File: src/rtl/tdc_pkg.sv
// Shared definitions for the TDC measurement sequencer: state encoding and
// default widths/timing.
package tdc_pkg;
    localparam int CNT_W_DEF  = 32;
    localparam int DLY_W_DEF  = 8;
    localparam int SETTLE_DEF = 2;
    localparam int GAP_DEF    = 2;

    // Headroom bits so 128 full-scale samples never overflow the sum.
    localparam int ACC_EXTRA  = 7;

    typedef enum logic [2:0] {
        S_IDLE,
        S_START,
        S_SETTLE,
        S_GAP,
        S_FINISH
    } tdc_seq_state_t;
endpackage

File: src/rtl/tdc_avg_accum.sv
// Sum of TDC samples with clear/add control; the average is a logical
// right shift of the sum, i.e. a floor average.
module tdc_avg_accum
    import tdc_pkg::*;
#(
    parameter int CNT_W = CNT_W_DEF
)(
    input  logic             clk,
    input  logic             rst_n,
    input  logic             clear,
    input  logic             add_en,
    input  logic [CNT_W-1:0] sample,
    input  logic [2:0]       shift,
    output logic [CNT_W-1:0] avg
);
    localparam int ACC_W = CNT_W + ACC_EXTRA;

    logic [ACC_W-1:0] acc;

    always_ff @(posedge clk) begin
        if (!rst_n)      acc <= '0;
        else if (clear)  acc <= '0;
        else if (add_en) acc <= acc + ACC_W'(sample);
    end

    assign avg = CNT_W'(acc >> shift);
endmodule

File: src/rtl/tdc_meas_sequencer.sv
// TDC start/stop sequencer: runs 2^avg_log2 measurements with a programmable
// start-to-stop interval and presents the averaged count byte-wise.
module tdc_meas_sequencer
    import tdc_pkg::*;
#(
    parameter int CNT_W  = CNT_W_DEF,
    parameter int DLY_W  = DLY_W_DEF,
    parameter int SETTLE = SETTLE_DEF,
    parameter int GAP    = GAP_DEF
)(
    input  logic             clk,
    input  logic             rst_n,
    input  logic             go,
    input  logic             abort,
    input  logic [DLY_W-1:0] delay_cycles,
    input  logic [2:0]       avg_log2,
    output logic             tdc_start,
    output logic             tdc_stop,
    input  logic [CNT_W-1:0] tdc_count,
    output logic             busy,
    output logic             done,
    output logic [CNT_W-1:0] result,
    input  logic [1:0]       byte_sel,
    output logic [7:0]       result_byte
);
    localparam logic [DLY_W-1:0] SET_LAST = DLY_W'(SETTLE - 1);
    localparam logic [DLY_W-1:0] GAP_LAST = DLY_W'(GAP - 1);

    tdc_seq_state_t   state, state_nx;
    logic [DLY_W-1:0] tmr, tmr_nx, d_lat;
    logic [2:0]       n_lat;
    logic [6:0]       meas_cnt, meas_last;
    logic             clear, add_en, meas_inc, running;
    logic [CNT_W-1:0] avg;

    assign running   = (state == S_START) || (state == S_SETTLE) || (state == S_GAP);
    assign meas_last = 7'h7f >> (3'd7 - n_lat);

    always_comb begin
        state_nx = state;
        tmr_nx   = tmr;
        clear    = 1'b0;
        add_en   = 1'b0;
        meas_inc = 1'b0;
        case (state)
            S_IDLE: begin
                tmr_nx = '0;
                if (go) begin
                    state_nx = S_START;
                    clear    = 1'b1;
                end
            end
            S_START: begin
                if (tmr == d_lat - 1'b1) begin
                    state_nx = S_SETTLE;
                    tmr_nx   = '0;
                end else tmr_nx = tmr + 1'b1;
            end
            S_SETTLE: begin
                if (tmr == SET_LAST) begin
                    state_nx = S_GAP;
                    tmr_nx   = '0;
                    add_en   = 1'b1;
                end else tmr_nx = tmr + 1'b1;
            end
            S_GAP: begin
                if (tmr == GAP_LAST) begin
                    tmr_nx = '0;
                    if (meas_cnt == meas_last) state_nx = S_FINISH;
                    else begin
                        state_nx = S_START;
                        meas_inc = 1'b1;
                    end
                end else tmr_nx = tmr + 1'b1;
            end
            S_FINISH: state_nx = S_IDLE;
            default:  state_nx = S_IDLE;
        endcase
        // Abort overrides every transition, including the final sample add.
        if (abort && running) begin
            state_nx = S_IDLE;
            tmr_nx   = '0;
            add_en   = 1'b0;
            meas_inc = 1'b0;
        end
    end

    always_ff @(posedge clk) begin
        if (!rst_n) begin
            state    <= S_IDLE;
            tmr      <= '0;
            d_lat    <= '0;
            n_lat    <= '0;
            meas_cnt <= '0;
        end else begin
            state <= state_nx;
            tmr   <= tmr_nx;
            if (clear) begin
                d_lat    <= (delay_cycles == '0) ? DLY_W'(1) : delay_cycles;
                n_lat    <= avg_log2;
                meas_cnt <= '0;
            end else if (meas_inc) meas_cnt <= meas_cnt + 1'b1;
        end
    end

    // Outputs are registered from the next state so they line up with it.
    always_ff @(posedge clk) begin
        if (!rst_n) begin
            tdc_start <= 1'b0;
            tdc_stop  <= 1'b0;
            busy      <= 1'b0;
            done      <= 1'b0;
            result    <= '0;
        end else begin
            tdc_start <= (state_nx == S_START) || (state_nx == S_SETTLE);
            tdc_stop  <= (state_nx == S_SETTLE);
            busy      <= (state_nx == S_START) || (state_nx == S_SETTLE) || (state_nx == S_GAP);
            done      <= (state_nx == S_FINISH);
            if (state_nx == S_FINISH) result <= avg;
        end
    end

    tdc_avg_accum #(.CNT_W(CNT_W)) u_accum (
        .clk    (clk),
        .rst_n  (rst_n),
        .clear  (clear),
        .add_en (add_en),
        .sample (tdc_count),
        .shift  (n_lat),
        .avg    (avg)
    );

    assign result_byte = 8'(result >> {byte_sel, 3'b000});
endmodule

File: config.mk
export PLATFORM = sky130hd
export DESIGN_NAME = tdc_meas_sequencer
export DESIGN_NICKNAME = d
export VERILOG_FILES = /design/src/rtl/tdc_pkg.sv /design/src/rtl/tdc_avg_accum.sv /design/src/rtl/tdc_meas_sequencer.sv
export SDC_FILE = /design/constraint.sdc
export NUM_CORES = 1
export LEC_CHECK = 0
export CORE_MARGIN = 5
export CORE_UTILIZATION = 37
export DETAILED_ROUTE_END_ITERATION = 16
export PLACE_DENSITY = 0.63
export SLEW_MARGIN = 10
export SYNTH_ARGS = -nofsm -noshare
export SYNTH_HDL_FRONTEND = slang
export SYNTH_SLANG_ARGS = --single-unit
File: constraint.sdc
create_clock -name clk -period 3.15 [get_ports clk]
set_clock_uncertainty 0.1 [all_clocks]
set_input_delay 0.4725 -clock clk [delete_from_list [all_inputs] [get_ports clk]]
set_output_delay 0.4725 -clock clk [all_outputs]
set_load 0.02 [all_outputs]
==> results by stage <==
Timing:
- The final worst setup slack is 0.2214 ns.
- Setup repair after global routing could not meet its margin everywhere.
- The setup TNS is 0 ns.
- The smallest clock period supported by the final layout is computed as 2.929 ns.
- Timing would allow up to 0.3415 GHz.
- The number of endpoints with negative hold slack in the final report is 0.
- The total count of max-transition violations in the final report is 0.
- Measured against its own limit, the worst slew margin works out to 59.06%.
- The final hold slack is 0.3815 ns.
- The number of setup violations in the final report is 0.
- The worst path uses 92.97% of the clock period.
- The slew at the pin closest to its max-slew limit is 0.6085 ns.

Global route:
- The number of antenna violations at the first check in global routing is 0.
- The total grt overflow is 0.
- The first-pass GRT wire length is 34420 um.
- The via count of the first global-routing pass came to 6665.
- Entering global routing, the biggest net connects 66 pins.
- For this run, the total global-route usage over all layers was measured as 17.42%.

Drt:
- The first-pass detailed-route iteration total is 7.
- Wires add up to 20830 um.
- The detailed router finished its first iteration with 547 violations.
- The post-detailed-route count of antenna-violating nets is 0.
- After detailed routing, the number of remaining DRC violations is 0.
- The routed via count divided by cell count is 5.485.
- The routed length per placed instance is 15.84 um.
- The total via count after detailed routing is 7213.

Synth:
- The largest area contributor in the synthesized netlist is sky130_fd_sc_hd__dfxtp_1.
- The number of distinct standard cells referenced by the synthesized netlist is 68.
- Synthesis handed over a netlist of 933 instances.
- For this run, the number of Yosys warnings is 0.
- After synthesis, the largest family of logic cells by area is compound AO/OA/AOI/OAI gates.
- The synthesized-area fraction occupied by and/or/nand/nor cells is 21.74%.
- The netlist area before placement is 7535 um^2.
- For this run, the register share of the synthesized area comes to 27.63%.
- The fraction of registers with async set/reset is 0%.
- After synthesis, the most frequently instantiated cells are sky130_fd_sc_hd__nand2_1, sky130_fd_sc_hd__dfxtp_1, sky130_fd_sc_hd__a21oi_1, sky130_fd_sc_hd__nor2_1, sky130_fd_sc_hd__o21ai_0.
- The number of enable-type register cells in the synthesized netlist is 0.
- Yosys instantiated no cell more often than sky130_fd_sc_hd__nand2_1.
- Counting flops and latches in the post-synthesis netlist gives 104.
- The mean instance size in the synthesized netlist is 8.076 um^2.
- By area the synthesized netlist is led by sky130_fd_sc_hd__dfxtp_1, sky130_fd_sc_hd__nand2_1, sky130_fd_sc_hd__mux4_2, sky130_fd_sc_hd__ha_1, sky130_fd_sc_hd__mux2i_1.
- The synthesized netlist devotes 4.533% of its cell area to XOR and XNOR gates.
- The synthesized design devotes to its leading area cell type 27.63% of total area.
- The most used flip-flop cell after synthesis is sky130_fd_sc_hd__dfxtp_1.
- The synthesized netlist devotes 22.32% of its cell area to compound gates.
- Measured against the total synthesized area, the mux share comes to 12.49%.
- The adder-cell share of the synthesized area is 6.244%.
- The number of nets handed over by synthesis was 1019.

Floorplan:
- The initial core utilization is 37.36%.
- In this run the vertical extent of the chip is 152.7 um.
- The die covers 23320 um^2.
- The total area inside the core boundary comes to 20170 um^2.
- The width of the chip is 152.7 um.
- The boundary pin count is 93.
- Row generation in the floorplan step produced 52 rows.

Setup path:
- The slowest cell on the critical path is sky130_fd_sc_hd__clkdlybuf4s50_1.
- STA classifies the critical path startpoint as an input port.
- The number of cells on the worst reg-to-reg path is 8.
- In this run the worst path has a maximum fanout of 4.
- The worst path required time is 3.33 ns.
- The signal on the critical path passes through clkdlybuf4s50_1 -> buf_4 -> ha_1 -> a21o_1 -> and4_1 -> o211ai_1 -> o211ai_1 -> nand2_1 -> o31a_1 -> o21ai_0 -> mux2i_1.
- The worst setup path is captured at a flip-flop.
- The setup path with the least slack is of type input port to flip-flop.
- The most frequent cell on the critical path is sky130_fd_sc_hd__o211ai_1.
- The stage delay of the slowest cell on the critical path is 0.43 ns.
- The data arrival time of the critical path is 3.11 ns.

CTS:
- TritonCTS built the clock tree.
- No sink is reached through more buffers than the 2 on the longest clock path.
- The number of buffers added to fix hold violations after cts is 0.
- The number of H-tree levels is 3.
- Counting every sink on the clock net gives 104.
- The master cell of the clock root buffer is sky130_fd_sc_hd__clkbuf_16.
- Buffers added to address setup during post-CTS repair amount to 0.
- After clock tree synthesis, the clock-pin slew on the worst setup and hold paths is 0.08 ns.
- For the worst-skew pair, the clock arrives at the later sink with an insertion delay of 0.35 ns.
- The number of clock buffers added by TritonCTS is 9.

Worst hold path:
- Along the worst hold path, the cell count comes to 2.
- The worst hold path belongs to the class flip-flop to flip-flop.

Layout:
- The share of post-route cells with drive strength above 1 is 12.34%.
- The multi-input combinational cells in the finished layout cover a total of 5094 um^2.
- The layout filler cell count is 1963.
- Registers take 2083 um^2.
- Once layout is complete, the cells apart from fillers number 1315.
- The repair_antennas step left the layout with diodes totalling 0.
- The growth of design area from synthesis to finish is 24.14%.
- The layout net count is 1126.

Place:
- The estimated wirelength of the detail-placed design is 16200 um.
- The instance count after placement with tap cells included is 1299.
- At the end of routability-driven placement, the weighted congestion stood at 0.8854.
- OpenSTA, run right after detailed placement, puts the worst setup slack at -0.2053 ns.
- The quantity of I/O buffers inserted on ports is 92.

Job:
- The tool flagged a number of max-cap violations equal to 0.

Status:
- The run finished with clean final reports.

Pwr:
- VDD sags by at most 0.0002536 V.
- In this run the static leakage power is 3.824 nW.
- For this design the ratio of total power to cell area is 324.9 nW/um^2.
-- report_power, final --
part | switching, mW | internal [mW]
clock network | 0.524 | 0.705
registers | 0.0208 | 1.33
logic | 0.247 | 0.213
total | 0.791 | 2.25
-- logic make-up after synthesis --
group / count (synthesis)
multiplexers: 67
AO/OA/AOI/OAI: 253
buffers and inverters: 86
flip-flops: 104
AND/OR/NAND/NOR: 347
adder cells (fa/ha/maj): 37
XOR/XNOR: 39
-- path summary, 6_finish.rpt --
path,from,to,slack [ns]
max,tdc_count[1],u_accum.acc[33],0.22
min,u_accum.acc[38],u_accum.acc[38],0.38
max reg2reg,tmr[1],meas_cnt[6],0.38
min reg2reg,u_accum.acc[38],u_accum.acc[38],0.38
-- through the flow --
| step | cell area, um^2 | total power, mW | util (%) |
|---|---|---|---|
| floorplan | 7535 | 1.666 | - |
| global placement | 9019 | 1.835 | 44.71 |
| detailed placement | 9019 | 1.838 | 44.71 |
| CTS | 9346 | 3.069 | 46.34 |
| global route | 9354 | 3.164 | 46.38 |
| finish | 9354 | 3.040 | 46.38 |
-- routing by layer --
metal / track usage (%) / up-vias / share of wire, %
met2: 24.66 / 196 / 41
li1: - / 3657 / -
met1: 27.14 / 3347 / 52
met5: 0 / - / 0
met3: 2.670 / 13 / 5.8
met4: 4.879 / 0 / 1.2
-- registers in the layout, summed over array words and instances (netlist names), 3 cells and up --
name         flops
u_accum.acc     39
result          32
d_lat            8
tmr              8
meas_cnt         7
n_lat            3
state            3
-- layout make-up --
class | instances | area share [%]
multi-input combinational | 743 | 54.45
inverter | 26 | 1.043
clock buffer | 9 | 2.408
tap | 270 | 3.612
timing repair buffer | 156 | 15.12
clock inverter | 7 | 1.097
sequential | 104 | 22.27
-- layout by cell type, fill, tap and decap left out, types with 21 or more instances in the layout --
master                            instances
sky130_fd_sc_hd__nor2_1                  51
sky130_fd_sc_hd__nand3_1                 33
sky130_fd_sc_hd__a21oi_1                 72
sky130_fd_sc_hd__buf_4                   63
sky130_fd_sc_hd__a211oi_1                23
sky130_fd_sc_hd__dfxtp_1                103
sky130_fd_sc_hd__inv_1                   25
sky130_fd_sc_hd__mux4_2                  21
sky130_fd_sc_hd__o21ai_0                 40
sky130_fd_sc_hd__clkdlybuf4s50_1         92
sky130_fd_sc_hd__mux2i_1                 40
sky130_fd_sc_hd__ha_1                    36
sky130_fd_sc_hd__xnor2_1                 26
sky130_fd_sc_hd__and3_1                  21
sky130_fd_sc_hd__nand2_1                156
sky130_fd_sc_hd__a31oi_1                 24
-- timing repair --
action,CTS,global route
endpoints found under the setup margin,0,6
hold endpoints to repair,0,0
gates resized for setup,0,3
-- worst max-delay path: cells and delay by family --
kind / cells / cell delay, ns
muxes: 1 / 0.22
adders and majority gates: 1 / 0.26
and+or+nand+nor: 2 / 0.39
buffers and inverters: 2 / 0.57
AOI/OAI and AO/OA: 5 / 1.20
Note: power is estimated with default switching activity, not from simulation.
